$ cat src/rtl/bitonic_4_loader.sv
// Groups a stream of labelled elements into bitonic 4-tuples:
// the first pair is sorted one way and the second pair the other way.
module bitonic_4_loader #(
  parameter int DATA_WIDTH  = 8,
  parameter int LABEL_WIDTH = 1,
  parameter bit SIGNED      = 1'b0,
  parameter bit ASCENDING   = 1'b1
) (
  input  logic                   clk,
  input  logic                   rst,
  input  logic                   s_valid,
  output logic                   s_ready,
  input  logic [DATA_WIDTH-1:0]  s_data,
  input  logic [LABEL_WIDTH-1:0] s_label,
  input  logic                   s_last,
  output logic [DATA_WIDTH-1:0]  x_0,
  output logic [DATA_WIDTH-1:0]  x_1,
  output logic [DATA_WIDTH-1:0]  x_2,
  output logic [DATA_WIDTH-1:0]  x_3,
  output logic [LABEL_WIDTH-1:0] x_label_0,
  output logic [LABEL_WIDTH-1:0] x_label_1,
  output logic [LABEL_WIDTH-1:0] x_label_2,
  output logic [LABEL_WIDTH-1:0] x_label_3,
  output logic                   x_valid,
  output logic [15:0]            group_cnt
);

  localparam int DW = DATA_WIDTH;
  localparam int LW = LABEL_WIDTH;

  // Pad value always sorts to the tail of the first pair.
  localparam logic [DW-1:0] PAD =
    ASCENDING ? (SIGNED ? {1'b0, {(DW-1){1'b1}}} : {DW{1'b1}})
              : (SIGNED ? {1'b1, {(DW-1){1'b0}}} : {DW{1'b0}});

  function automatic logic lt(input logic [DW-1:0] a,
                              input logic [DW-1:0] b);
    if (SIGNED) return $signed(a) < $signed(b);
    else        return a < b;
  endfunction

  logic [1:0]    slot_q, slot_d;
  logic [DW-1:0] hd_q, hd_d;
  logic [LW-1:0] hl_q, hl_d;
  logic [DW-1:0] l0_q, l0_d, l1_q, l1_d;
  logic [LW-1:0] ll0_q, ll0_d, ll1_q, ll1_d;
  logic [DW-1:0] x0_q, x0_d, x1_q, x1_d;
  logic [DW-1:0] x2_q, x2_d, x3_q, x3_d;
  logic [LW-1:0] xl0_q, xl0_d, xl1_q, xl1_d;
  logic [LW-1:0] xl2_q, xl2_d, xl3_q, xl3_d;
  logic          xv_q, xv_d;
  logic [15:0]   cnt_q, cnt_d;

  logic          acc, emit, sw1, sw2;
  logic [DW-1:0] a1, b1, a2, b2, p0, p1, q0, q1;
  logic [LW-1:0] al1, bl1, al2, bl2, pl0, pl1, ql0, ql1;

  assign s_ready = rst;

  always_comb begin
    acc  = s_valid & s_ready;
    emit = acc & (s_last | (slot_q == 2'd3));

    a1  = (slot_q == 2'd0) ? s_data : hd_q;
    al1 = (slot_q == 2'd0) ? s_label : hl_q;
    b1  = (slot_q == 2'd0) ? PAD : s_data;
    bl1 = (slot_q == 2'd0) ? '0 : s_label;
    sw1 = ASCENDING ? lt(b1, a1) : lt(a1, b1);
    p0  = sw1 ? b1 : a1;
    p1  = sw1 ? a1 : b1;
    pl0 = sw1 ? bl1 : al1;
    pl1 = sw1 ? al1 : bl1;

    a2  = (slot_q == 2'd3) ? hd_q :
          (slot_q == 2'd2) ? s_data : PAD;
    al2 = (slot_q == 2'd3) ? hl_q :
          (slot_q == 2'd2) ? s_label : '0;
    b2  = (slot_q == 2'd3) ? s_data : PAD;
    bl2 = (slot_q == 2'd3) ? s_label : '0;
    sw2 = ASCENDING ? lt(a2, b2) : lt(b2, a2);
    q0  = sw2 ? b2 : a2;
    q1  = sw2 ? a2 : b2;
    ql0 = sw2 ? bl2 : al2;
    ql1 = sw2 ? al2 : bl2;
  end

  always_comb begin
    slot_d = slot_q;
    hd_d   = hd_q;
    hl_d   = hl_q;
    l0_d   = l0_q;
    l1_d   = l1_q;
    ll0_d  = ll0_q;
    ll1_d  = ll1_q;
    x0_d   = x0_q;
    x1_d   = x1_q;
    x2_d   = x2_q;
    x3_d   = x3_q;
    xl0_d  = xl0_q;
    xl1_d  = xl1_q;
    xl2_d  = xl2_q;
    xl3_d  = xl3_q;
    xv_d   = 1'b0;
    cnt_d  = cnt_q;
    if (acc) begin
      if (slot_q[0] == 1'b0) begin
        hd_d = s_data;
        hl_d = s_label;
      end
      if (slot_q == 2'd1) begin
        l0_d  = p0;
        l1_d  = p1;
        ll0_d = pl0;
        ll1_d = pl1;
      end
      if (emit) begin
        x0_d   = slot_q[1] ? l0_q : p0;
        x1_d   = slot_q[1] ? l1_q : p1;
        xl0_d  = slot_q[1] ? ll0_q : pl0;
        xl1_d  = slot_q[1] ? ll1_q : pl1;
        x2_d   = q0;
        x3_d   = q1;
        xl2_d  = ql0;
        xl3_d  = ql1;
        xv_d   = 1'b1;
        cnt_d  = cnt_q + 16'd1;
        slot_d = 2'd0;
      end else begin
        slot_d = slot_q + 2'd1;
      end
    end
  end

  always_ff @(posedge clk or negedge rst) begin
    if (!rst) begin
      slot_q <= '0;
      hd_q   <= '0;
      hl_q   <= '0;
      l0_q   <= '0;
      l1_q   <= '0;
      ll0_q  <= '0;
      ll1_q  <= '0;
      x0_q   <= '0;
      x1_q   <= '0;
      x2_q   <= '0;
      x3_q   <= '0;
      xl0_q  <= '0;
      xl1_q  <= '0;
      xl2_q  <= '0;
      xl3_q  <= '0;
      xv_q   <= 1'b0;
      cnt_q  <= '0;
    end else begin
      slot_q <= slot_d;
      hd_q   <= hd_d;
      hl_q   <= hl_d;
      l0_q   <= l0_d;
      l1_q   <= l1_d;
      ll0_q  <= ll0_d;
      ll1_q  <= ll1_d;
      x0_q   <= x0_d;
      x1_q   <= x1_d;
      x2_q   <= x2_d;
      x3_q   <= x3_d;
      xl0_q  <= xl0_d;
      xl1_q  <= xl1_d;
      xl2_q  <= xl2_d;
      xl3_q  <= xl3_d;
      xv_q   <= xv_d;
      cnt_q  <= cnt_d;
    end
  end

  assign x_0       = x0_q;
  assign x_1       = x1_q;
  assign x_2       = x2_q;
  assign x_3       = x3_q;
  assign x_label_0 = xl0_q;
  assign x_label_1 = xl1_q;
  assign x_label_2 = xl2_q;
  assign x_label_3 = xl3_q;
  assign x_valid   = xv_q;
  assign group_cnt = cnt_q;

endmodule

$ cat config.mk
export PLATFORM = sky130hd
export DESIGN_NAME = bitonic_4_loader
export DESIGN_NICKNAME = d
export VERILOG_FILES = /design/src/rtl/bitonic_4_loader.sv
export SDC_FILE = /design/constraint.sdc
export NUM_CORES = 1
export LEC_CHECK = 0
export ABC_AREA = 1
export BUFFER_PORTS_ARGS = -buffer_cell sky130_fd_sc_hd__buf_4
export CORE_MARGIN = 3
export CORE_UTILIZATION = 49
export DETAILED_ROUTE_END_ITERATION = 8
export PLACE_DENSITY = 0.81
export SLEW_MARGIN = 25
export SYNTH_ARGS = -nofsm -noshare
export SYNTH_HDL_FRONTEND = slang
export SYNTH_SLANG_ARGS = --single-unit
$ cat constraint.sdc
create_clock -name clk -period 7.17 [get_ports clk]
set_clock_uncertainty 0.15 [all_clocks]
set_input_delay 1.7925 -clock clk [delete_from_list [all_inputs] [get_ports clk]]
set_output_delay 1.7925 -clock clk [all_outputs]
set_load 0.05 [all_outputs]
* After elaboration in Yosys (flattened, before gate mapping)
Cells that the tools add are included.
** Storage, ports and cells
- ROM bits :: 0
- Flip-flop bits (word level) :: 82
- Output and inout port bits :: 54
- Word-level logic and storage cells :: 57
- Memories :: 0
- Input port bits :: 13
- Bits in writable memories :: 0
- Latch bits :: 0
** Operators by class
- Multipliers :: 0
- Equality and inequality tests :: 3
- Bitwise gates (word level) :: 4
- Add/sub/neg operators :: 2
- Divide/modulo/power cells :: 0
- Shift-type cells :: 0
- Reductions and logical operators :: 4
- Magnitude comparators :: 2
- Mux-type cells :: 25
** Operators with widths (count)
- 8-bit two-way mux :: 11
- 16-bit by 1-bit adder with 16-bit output, second input constant :: 1
- 8-bit < comparator :: 2
- 1-bit two-way mux :: 13
- 2-bit AND reduction :: 3
- 2-bit == test, second input constant :: 2
- 2-bit by 1-bit adder with 2-bit output, second input constant :: 1
- 1-bit AND :: 2
- 2-bit by 1-bit == test with 1-bit output, second input constant :: 1
- 2-bit logical NOT :: 1
- 2-bit two-way mux :: 1
- 1-bit inverter :: 1
- 1-bit OR :: 1

* Longest topological paths before layout
Gate-level depths: netlist of the first run.
- Word-level depth :: 5
- Depth in mapped cells :: 19
- Gate-level depth less buffers :: 15

* Least setup slack after synthesis of the first run
Ideal clock, no wire load.
- Path type :: input to output
- From :: in rst
- To :: out s_ready
- Arrival time :: 1962 ps
- Cell stages on the path :: 1
- Buffers on the path :: 1
- Required time :: 5227 ps
- Slack :: 3265 ps
- Cells stage by stage :: buf_4
** RTL lines
- from (decl) :: line 10 : input logic rst,
- to (decl) :: line 12 : output logic s_ready,
No word-level cell between the ends.

* Final worst setup path of the first run
- From :: reg slot_q[1]
- To :: reg l0_q[6]
** On the way
- Longest elaborated chain between the ends :: 4
- Elaborated cells between the ends (all ways) :: 7
- Those cells by class :: order compare: 1; eq/ne: 1; mux: 3; reduce/logical: 2
** RTL lines
- from (decl) :: line 42 : logic [1:0] slot_q, slot_d;
- from (signal assigned) :: line 154 : slot_q <= slot_d;
- 2-bit logical NOT :: line 64, 66
- 8-bit two-way mux, on equally long branches :: line 66, 64
- 8-bit < comparator :: line 39 : else return a < b;
- 8-bit two-way mux :: line 69 : p0 = sw1 ? b1 : a1;
- to (signal assigned) :: line 157 : l0_q <= l0_d;
- to (decl) :: line 45 : logic [DW-1:0] l0_q, l0_d, l1_q, l1_d;
Parallel ways exist; a longest one is shown, timed or not.
A chain may end at the register's enable or synchronous reset.

==> results.md, run 1 <==
- Status: finished, final reports clean
- Slowest CP cell: dfrtp_1
- Most frequent cells in the layout: 216 x nand2_1, 82 x dfrtp_1, 75 x nand3_1
- I/O Pins: 67
- CTS tree: done
- Post-CTS resize count: 0
- Final hold vios: 0
- Cells after Synth: 619
- Syn Std Cell Area: 4680 µm²
- Final Max Slew Viols: 0
- Cells on worst reg2reg path: 13
- Num Clock Sinks: 82
- DR pass1 iterations: 5
- DRC: 0
- Hold-fix buffers, CTS: 0
- Yosys top cell area share: between 40% and 50%
- Die width: 104 µm
- Post-synthesis to final-layout area growth: 15.9%
- Final Util: a little under 60%
- Setup WS pre-CTS: 2740 ps
- Crit path to: l0_q[6]
- F_max: 223 MHz
- Synth Area in Simple Gates: between 30% and 40%
- Postcts setup bufs: 0
- DP Wirelength: 7390 µm
- Worst path cell trace: inv_1 -> ha_1 -> o21ai_0 -> inv_1 -> ha_1 -> a21oi_1 -> nor2_1 -> a211oi_4 -> nand2_4 -> nand2_1 -> nand2_1 -> nand2_1 -> o21ai_0
- Share of cells above drive strength 1: 15.7%
- Proportion of synthesized area in mux cells: 0%
- Top cell type by total area after synthesis: dfrtp_1
- Die Area: 10800 µm²
- Antenna Cells: 0
- Routed WL: 10300 µm
- CP delay by family, top: compound AO/OA/AOI/OAI gates
- Setup violations, final: 0
- Leak: 2.85 nW
- Setup crit start: slot_q[1]
- Avg Inst Size Synth: about 7.6 µm²
- Hold wc startpoint: group_cnt[15]
- Vias per Instance: 5.15
- H-Tree Depth: 3
- Reg2reg start: slot_q[1]
- Core ar.: 9240 µm²
- GRT Resource Usage Total: 20.6%
- # Max-Cap Violations: 0
- Final Cycle Share: 62.6%
- Buf+Inv Stages, Crit Path: 2
- Post-synthesis adder-cell area fraction: 5.35%
- DR vias: roughly 4100
- Wire per inst: 12.7 µm
- Routability congestion estimate from global placement: 0.950
- Routing usage on met3: 4.61%
- Worst slew margin: 46.8%
- # rows: 35
- Warnings, synthesis: 0
- Crit-path max FO: 28
- Antenna violations before repair: 0
- Xor/xnor share of the synthesized area: 2.81%
- Met2 Resource Use GR: 33.0%
- Startpoint Class: flip-flop
- Min Tclk post-route: 4490 ps
- Most used cell, CP: nand2_1
- Combinational family with the most area after synthesis: simple AND/OR/NAND/NOR gates
- Antenna Nets Post-Route: 0
- Nets: 704
- Root Buffer Master: clkbuf_8
- Sequential-to-total area share from yosys stat: a little over two fifths
- Most used DFF post-synth: dfrtp_1
- Slowest stage delay, CP: 810 ps
- Clk slew on worst S/H paths: 90 ps
- Flop-to-flop setup slack: 2680 ps
- First-pass GRT wire length: between 15000 and 20000 µm
- Drt initial violations: 207
- Starting Density: a little over 50%
- Die Ht: 104 µm
- IO buf count: 66
- Clock tree buffer depth: 2
- Async SR Flop Fraction: between 90% and 100%
- Most common cell after layout, fill and taps aside: nand2_1
- Final worst setup slack: 2680 ps
- Worst Setup End Kind: flip-flop
- Final Hold Slack: about 330 ps
- Num CTS Buffers: 9
- Post-synth EDFFs: 0
- RSZ-0062 raised after global routing: no
- Worst-Margin Slew: 793 ps
- Synth Register Bits: 82
- Worst R2R End: l0_q[6]
- Critical path type: reg -> reg
- WP data arrival: 4550 ps
- VDD IR max: 0.209 mV
- Post-Syn Nets: 652
- GRT overflow: 0
- Gr busiest metal: met2
- Vias in the first global route: about 4000
- Pin count of the biggest net entering global routing: 80
- Clk_lat worst skew: 360 ps
- Top post-synthesis cells by area: dfrtp_1 44%, nand2_1 17%, nand3_1 8.0%
- Post-synthesis compound-gate area fraction: 8.62%
- Setup TNS: 0 ps
- Crit path depth: 13
- Met1 global-route usage: 28.3%
- FILL cells: 862
- Synth unique cells: 30
- Critical Path RT: just over 7000 ps
- HP Class: reg -> reg
- Power Dens Cells: 397 nW/µm²
-- worst min-delay path by stage --
stage	endpoint	slack [ps]	cells past startpoint
after floorplan	hl_q	320	2
after global placement	group_cnt[15]	310	1
after detailed placement	x_2[5]	320	2
after CTS	group_cnt[15]	330	1
after global routing	group_cnt[15]	340	1
final	group_cnt[15]	330	1
-- logic make-up after synthesis --
family	Yosys count
DFF	82
AOI/OAI and AO/OA	72
buffers and inverters	95
adders and majority gates	20
xor gates and xnor gates	15
and+or+nand+nor	335
-- synth_stat cells (2+ instances only) --
master,number
nor2_2,3
dfrtp_1,82
a211oi_4,2
buf_1,5
xnor2_1,7
a21oi_1,24
ha_1,20
xor2_1,8
inv_1,65
nand2_1,217
buf_6,2
inv_2,3
buf_4,4
o21ai_0,36
nand2_2,2
o21ai_1,2
buf_2,5
nor2_1,26
o22ai_1,7
nand3_1,75
nand2_4,4
nand3_2,3
clkbuf_1,10
-- flip-flops by register name (all words and copies together), names as in the netlist --
signal     count
group_cnt     16
hd_q           8
l0_q           8
l1_q           8
x_0            8
x_1            8
x_2            8
x_3            8
slot_q         2
hl_q           1
ll0_q          1
ll1_q          1
x_label_0      1
x_label_1      1
x_label_2      1
x_label_3      1
x_valid        1
-- cell type report --
class | instances | area [µm²] | area share, %
tap | 129 | 161 | 2.98
clock buffer | 9 | 124 | 2.29
clock inverter | 7 | 77.6 | 1.43
inverter | 69 | 259 | 4.78
multi-input combinational | 442 | 2240 | 41.3
sequential | 82 | 2050 | 37.9
timing repair buffer | 67 | 507 | 9.35
-- metal layers --
metal	vias up	wire, µm
li1	2069	-
met1	1948	4870
met2	117	4780
met3	12	475
met4	0	129
met5	-	0
-- per-stage QoR --
stage / std cells / total power, mW / cell area (µm²)
after floorplan: 619 / 1.55 / 4680
final: 805 / 2.15 / 5420
after global placement: 789 / 1.79 / 5210
after CTS: 805 / 2.17 / 5410
after global routing: 805 / 2.32 / 5420
after detailed placement: 789 / 1.82 / 5210
-- where the power goes --
group / leakage (nW) / switching (mW) / total, mW / internal, mW
combinational: 1.74 / 0.775 / 1.10 / 0.328
clock: 0.100 / 0.177 / 0.341 / 0.164
sequential: 1.01 / 0.0925 / 0.708 / 0.615
Note: power is estimated with default switching activity, not from simulation.
==> run 2, diff against run 1 <==
Settings changed: ABC_AREA 1 to 0, PLACE_DENSITY 0.81 to 0.83.
Clock period 7.17 ns to 4.1 ns, I/O delays scaled along.
==> run 2 against run 1 <==
Combinational power increased by 100%. Sequential share of layout area down 1.6 points. Clock-buffer cell count grew 2. Worst hold slack better by 3.1 ps. Maximum frequency up 22%. Critical path type unchanged.
==> results.md, run 2 <==
- Critical path type: reg -> reg (unchanged)
- Avg Inst Size Synth: 9.44 µm² (was 7.55 µm²)
- WP data arrival: 3740 ps (was 4550 ps)
- Proportion of synthesized area in mux cells: 7.98% (was 0%)
- # rows: 35 (unchanged)
- First-pass GRT wire length: 19500 µm (was 18600 µm)
- Post-synthesis adder-cell area fraction: 5.13% (was 5.35%)
- Final Util: 59.9% (was 58.6%)
- Post-synthesis to final-layout area growth: 16.1% (was 15.9%)
- Die width: 106 µm (was 104 µm)
- Setup crit start: slot_q[1] (unchanged)
- Num Clock Sinks: 82 (unchanged)
- Worst path cell trace: buf_4 -> ha_1 -> a22o_1 -> inv_1 -> ha_1 -> a21oi_1 -> o21a_1 -> buf_4 -> nor2_1 -> o31ai_1 -> o221ai_1 (was inv_1 -> ha_1 -> o21ai_0 -> inv_1 -> ha_1 -> a21oi_1 -> nor2_1 -> a211oi_4 -> nand2_4 -> nand2_1 -> nand2_1 -> nand2_1 -> o21ai_0)
- Slowest stage delay, CP: 590 ps (was 810 ps)
- Final hold vios: 0 (unchanged)
- Top post-synthesis cells by area: dfrtp_1 42%, ha_1 5.1%, mux2_2 4.4% (was dfrtp_1 44%, nand2_1 17%, nand3_1 8.0%)
- GRT Resource Usage Total: 21.1% (was 20.6%)
- Most common cell after layout, fill and taps aside: dfrtp_1 (was nand2_1)
- Crit path depth: 11 (was 13)
- Core ar.: 9460 µm² (was 9240 µm²)
- CP delay by family, top: compound AO/OA/AOI/OAI gates (unchanged)
- Post-Syn Nets: 550 (was 652)
- Cell Int Power: 2.22 mW (was 1.11 mW)
- Combinational family with the most area after synthesis: compound AO/OA/AOI/OAI gates (was simple AND/OR/NAND/NOR gates)
- Share of cells above drive strength 1: 24.4% (was 15.7%)
- DR pass1 iterations: 5 (unchanged)
- DR vias: 4137 (was 4146)
- H-Tree Depth: 3 (unchanged)
- Switching Share: 46.5% (was 48.5%)
- Final instance area: 5660 µm² (was 5420 µm²)
- Worst Setup End Kind: flip-flop (unchanged)
- Clock Power Share: 14.9% (was 15.8%)
- GRT overflow: 0 (unchanged)
- Final Max Slew Viols: 0 (unchanged)
- Starting Density: 51.6% (was 50.6%)
- Crit-path max FO: 39 (was 28)
- Antenna violations before repair: 0 (unchanged)
- HP Class: reg -> reg (unchanged)
- Postcts setup bufs: 0 (unchanged)
- Post-synth EDFFs: 0 (unchanged)
- IO buf count: 66 (unchanged)
- Num CTS Buffers: 9 (unchanged)
- Flop-to-flop setup slack: 410 ps (was 2680 ps)
- Min Tclk post-route: 3690 ps (was 4490 ps)
- Synth unique cells: 56 (was 30)
- I/O Pins: 67 (unchanged)
- Die Area: 11200 µm² (was 10800 µm²)
- Final Cycle Share: 90.0% (was 62.6%)
- Root Buffer Master: clkbuf_8 (unchanged)
- Leak: 2.67 nW (was 2.85 nW)
- Sequential-to-total area share from yosys stat: 42.1% (was 43.9%)
- Die Ht: 106 µm (was 104 µm)
- Most instantiated cells after synthesis: 82 x dfrtp_1, 43 x nand2_1, 43 x nor2_1 (was 217 x nand2_1, 82 x dfrtp_1, 75 x nand3_1)
- Post-CTS resize count: 0 (unchanged)
- Drt initial violations: 252 (was 207)
- Power Dens Cells: 732 nW/µm² (was 397 nW/µm²)
- Wire per inst: 16.3 µm (was 12.7 µm)
- Worst-Margin Slew: 740 ps (was 793 ps)
- Most frequent cells in the layout: 82 x dfrtp_1, 80 x buf_4, 43 x nor2_1, 43 x nand2_1, 30 x a21oi_1 (was 216 x nand2_1, 82 x dfrtp_1, 75 x nand3_1)
- Startpoint Class: flip-flop (unchanged)
- Reg2reg start: slot_q[1] (unchanged)
- Sw power: 1.93 mW (was 1.04 mW)
- VDD IR max: 0.424 mV (was 0.209 mV)
- Cells after Synth: 517 (was 619)
- Hold wc startpoint: l0_q[3] (was group_cnt[15])
- Post-placement cell area: 5450 µm² (was 5210 µm²)
- Syn Std Cell Area: 4880 µm² (was 4680 µm²)
- Async SR Flop Fraction: 100% (unchanged)
- Clk slew on worst S/H paths: 80 ps (was 90 ps)
- Routability congestion estimate from global placement: 0.869 (was 0.950)
- Synth Register Bits: 82 (unchanged)
- Cells on worst reg2reg path: 11 (was 13)
- Critical Path RT: 4150 ps (was 7230 ps)
- RSZ-0062 raised after global routing: no (unchanged)
- Status: finished, final reports clean (unchanged)
- Routed WL: 11500 µm (was 10300 µm)
- Final Hold Slack: 329 ps (was 326 ps)
- Clk_lat worst skew: 360 ps (about the same)
- Setup TNS: 0 ps (unchanged)
- Antenna Cells: 0 (unchanged)
- Warnings, synthesis: 0 (unchanged)
- Worst R2R End: x_2[7] (was l0_q[6])
- Hold-fix buffers, CTS: 0 (unchanged)
- Xor/xnor share of the synthesized area: 2.69% (was 2.81%)
- F_max: 271 MHz (was 223 MHz)
- Antenna Nets Post-Route: 0 (unchanged)
- Vias per Instance: 5.86 (was 5.15)
- DP Wirelength: 8220 µm (was 7390 µm)
- Top cell type by total area after synthesis: dfrtp_1 (unchanged)
- Nets: 605 (was 704)
- Post-synthesis compound-gate area fraction: 19.0% (was 8.62%)
- Synth Area in Simple Gates: 17.3% (was 30.9%)
- Most frequent cell after synthesis: dfrtp_1 (was nand2_1)
- Most used DFF post-synth: dfrtp_1 (unchanged)
- Pin count of the biggest net entering global routing: 58 (was 80)
- Vias in the first global route: 4010 (was 4028)
- Combinational Power Share: 53.8% (was 51.3%)
- # Max-Cap Violations: 0 (unchanged)
- Crit path to: x_2[7] (was l0_q[6])
- Max reg flops: 16 (unchanged)
- Flop pwr share: 31.3% (was 32.9%)
- Buf+Inv Stages, Crit Path: 3 (was 2)
- CTS tree: done (unchanged)
- Clock tree buffer depth: 2 (unchanged)
- Setup violations, final: 0 (unchanged)
- Worst slew margin: 50.6% (was 46.8%)
- Yosys top cell area share: 42.1% (was 43.9%)
- Slowest CP cell: ha_1 (was dfrtp_1)
- DRC: 0 (unchanged)
run 2: changes by cell type after synthesis, moves of 16 or more:
cell | previous run | this run
and3_1 | 0 | 17
inv_1 | 65 | 24
mux2_2 | 0 | 19
nand2_1 | 217 | 43
nand3_1 | 75 | 12
nor2_1 | 26 | 43
o21ai_0 | 36 | 20
o31ai_1 | 0 | 27
run 2: cell type report:
class	count	area [µm²]
inverters	25	93.8
clock inverters	5	62.6
fillers	809	3800
multi-input cells	374	2540
repair buffers	80	601
well taps	129	161
flip-flops and latches	82	2050
clock buffers	11	151
run 2: power groups by stage:
stage / clock [mW] / sequential, mW / combinational (mW)
finish: 0.618 / 1.30 / 2.23
CTS: 0.631 / 1.30 / 2.23
global route: 0.662 / 1.34 / 2.40
floorplan: 0 / 1.93 / 0.997
global placement: 0 / 1.30 / 2.17
detailed placement: 0 / 1.31 / 2.22
run 2: cell families (layout without fill, tap and decap cells):
group,count (synthesis),count (layout)
and+or+nand+nor,170,170
AOI/OAI and AO/OA,134,134
DFF,82,82
buffers and inverters,61,121
muxes,35,35
adders and majority gates,20,20
xor gates and xnor gates,15,15
run 2: how the worst min path moves through the flow:
stage	end	depth (start not counted)
after CTS	l0_q[3]	2
final	l0_q[3]	2
after detailed placement	l0_q[3]	2
after global routing	group_cnt[5]	1
after global placement	l0_q[4]	2
after floorplan	l1_q[6]	2
run 2: metal layers:
| layer | share of wire, % | track usage [%] | up-vias |
|---|---|---|---|
| met2 | 48 | 34.7 | 160 |
| met4 | 1.9 | 6.29 | 0 |
| met5 | 0 | 0 | - |
| li1 | - | - | 1967 |
| met3 | 5.8 | 3.80 | 24 |
| met1 | 44 | 28.4 | 1986 |
run 2: metrics by stage:
stage	instances	power, mW	setup slack [ps]
6_report	706	4.15	410
5_1_grt	706	4.40	130
4_1_cts	706	4.16	448
3_5_place_dp	690	3.53	446
3_3_place_gp	690	3.47	642
2_1_floorplan	517	2.92	891
run 2: worst reg2reg max path, stage by stage, from the launching register on:
cell,delay [ps]
dfrtp_1,360
buf_4,350
ha_1,600
a22o_1,340
inv_1,70
ha_1,330
a21oi_1,200
o21a_1,390
buf_4,250
nor2_1,60
o31ai_1,270
o221ai_1,180
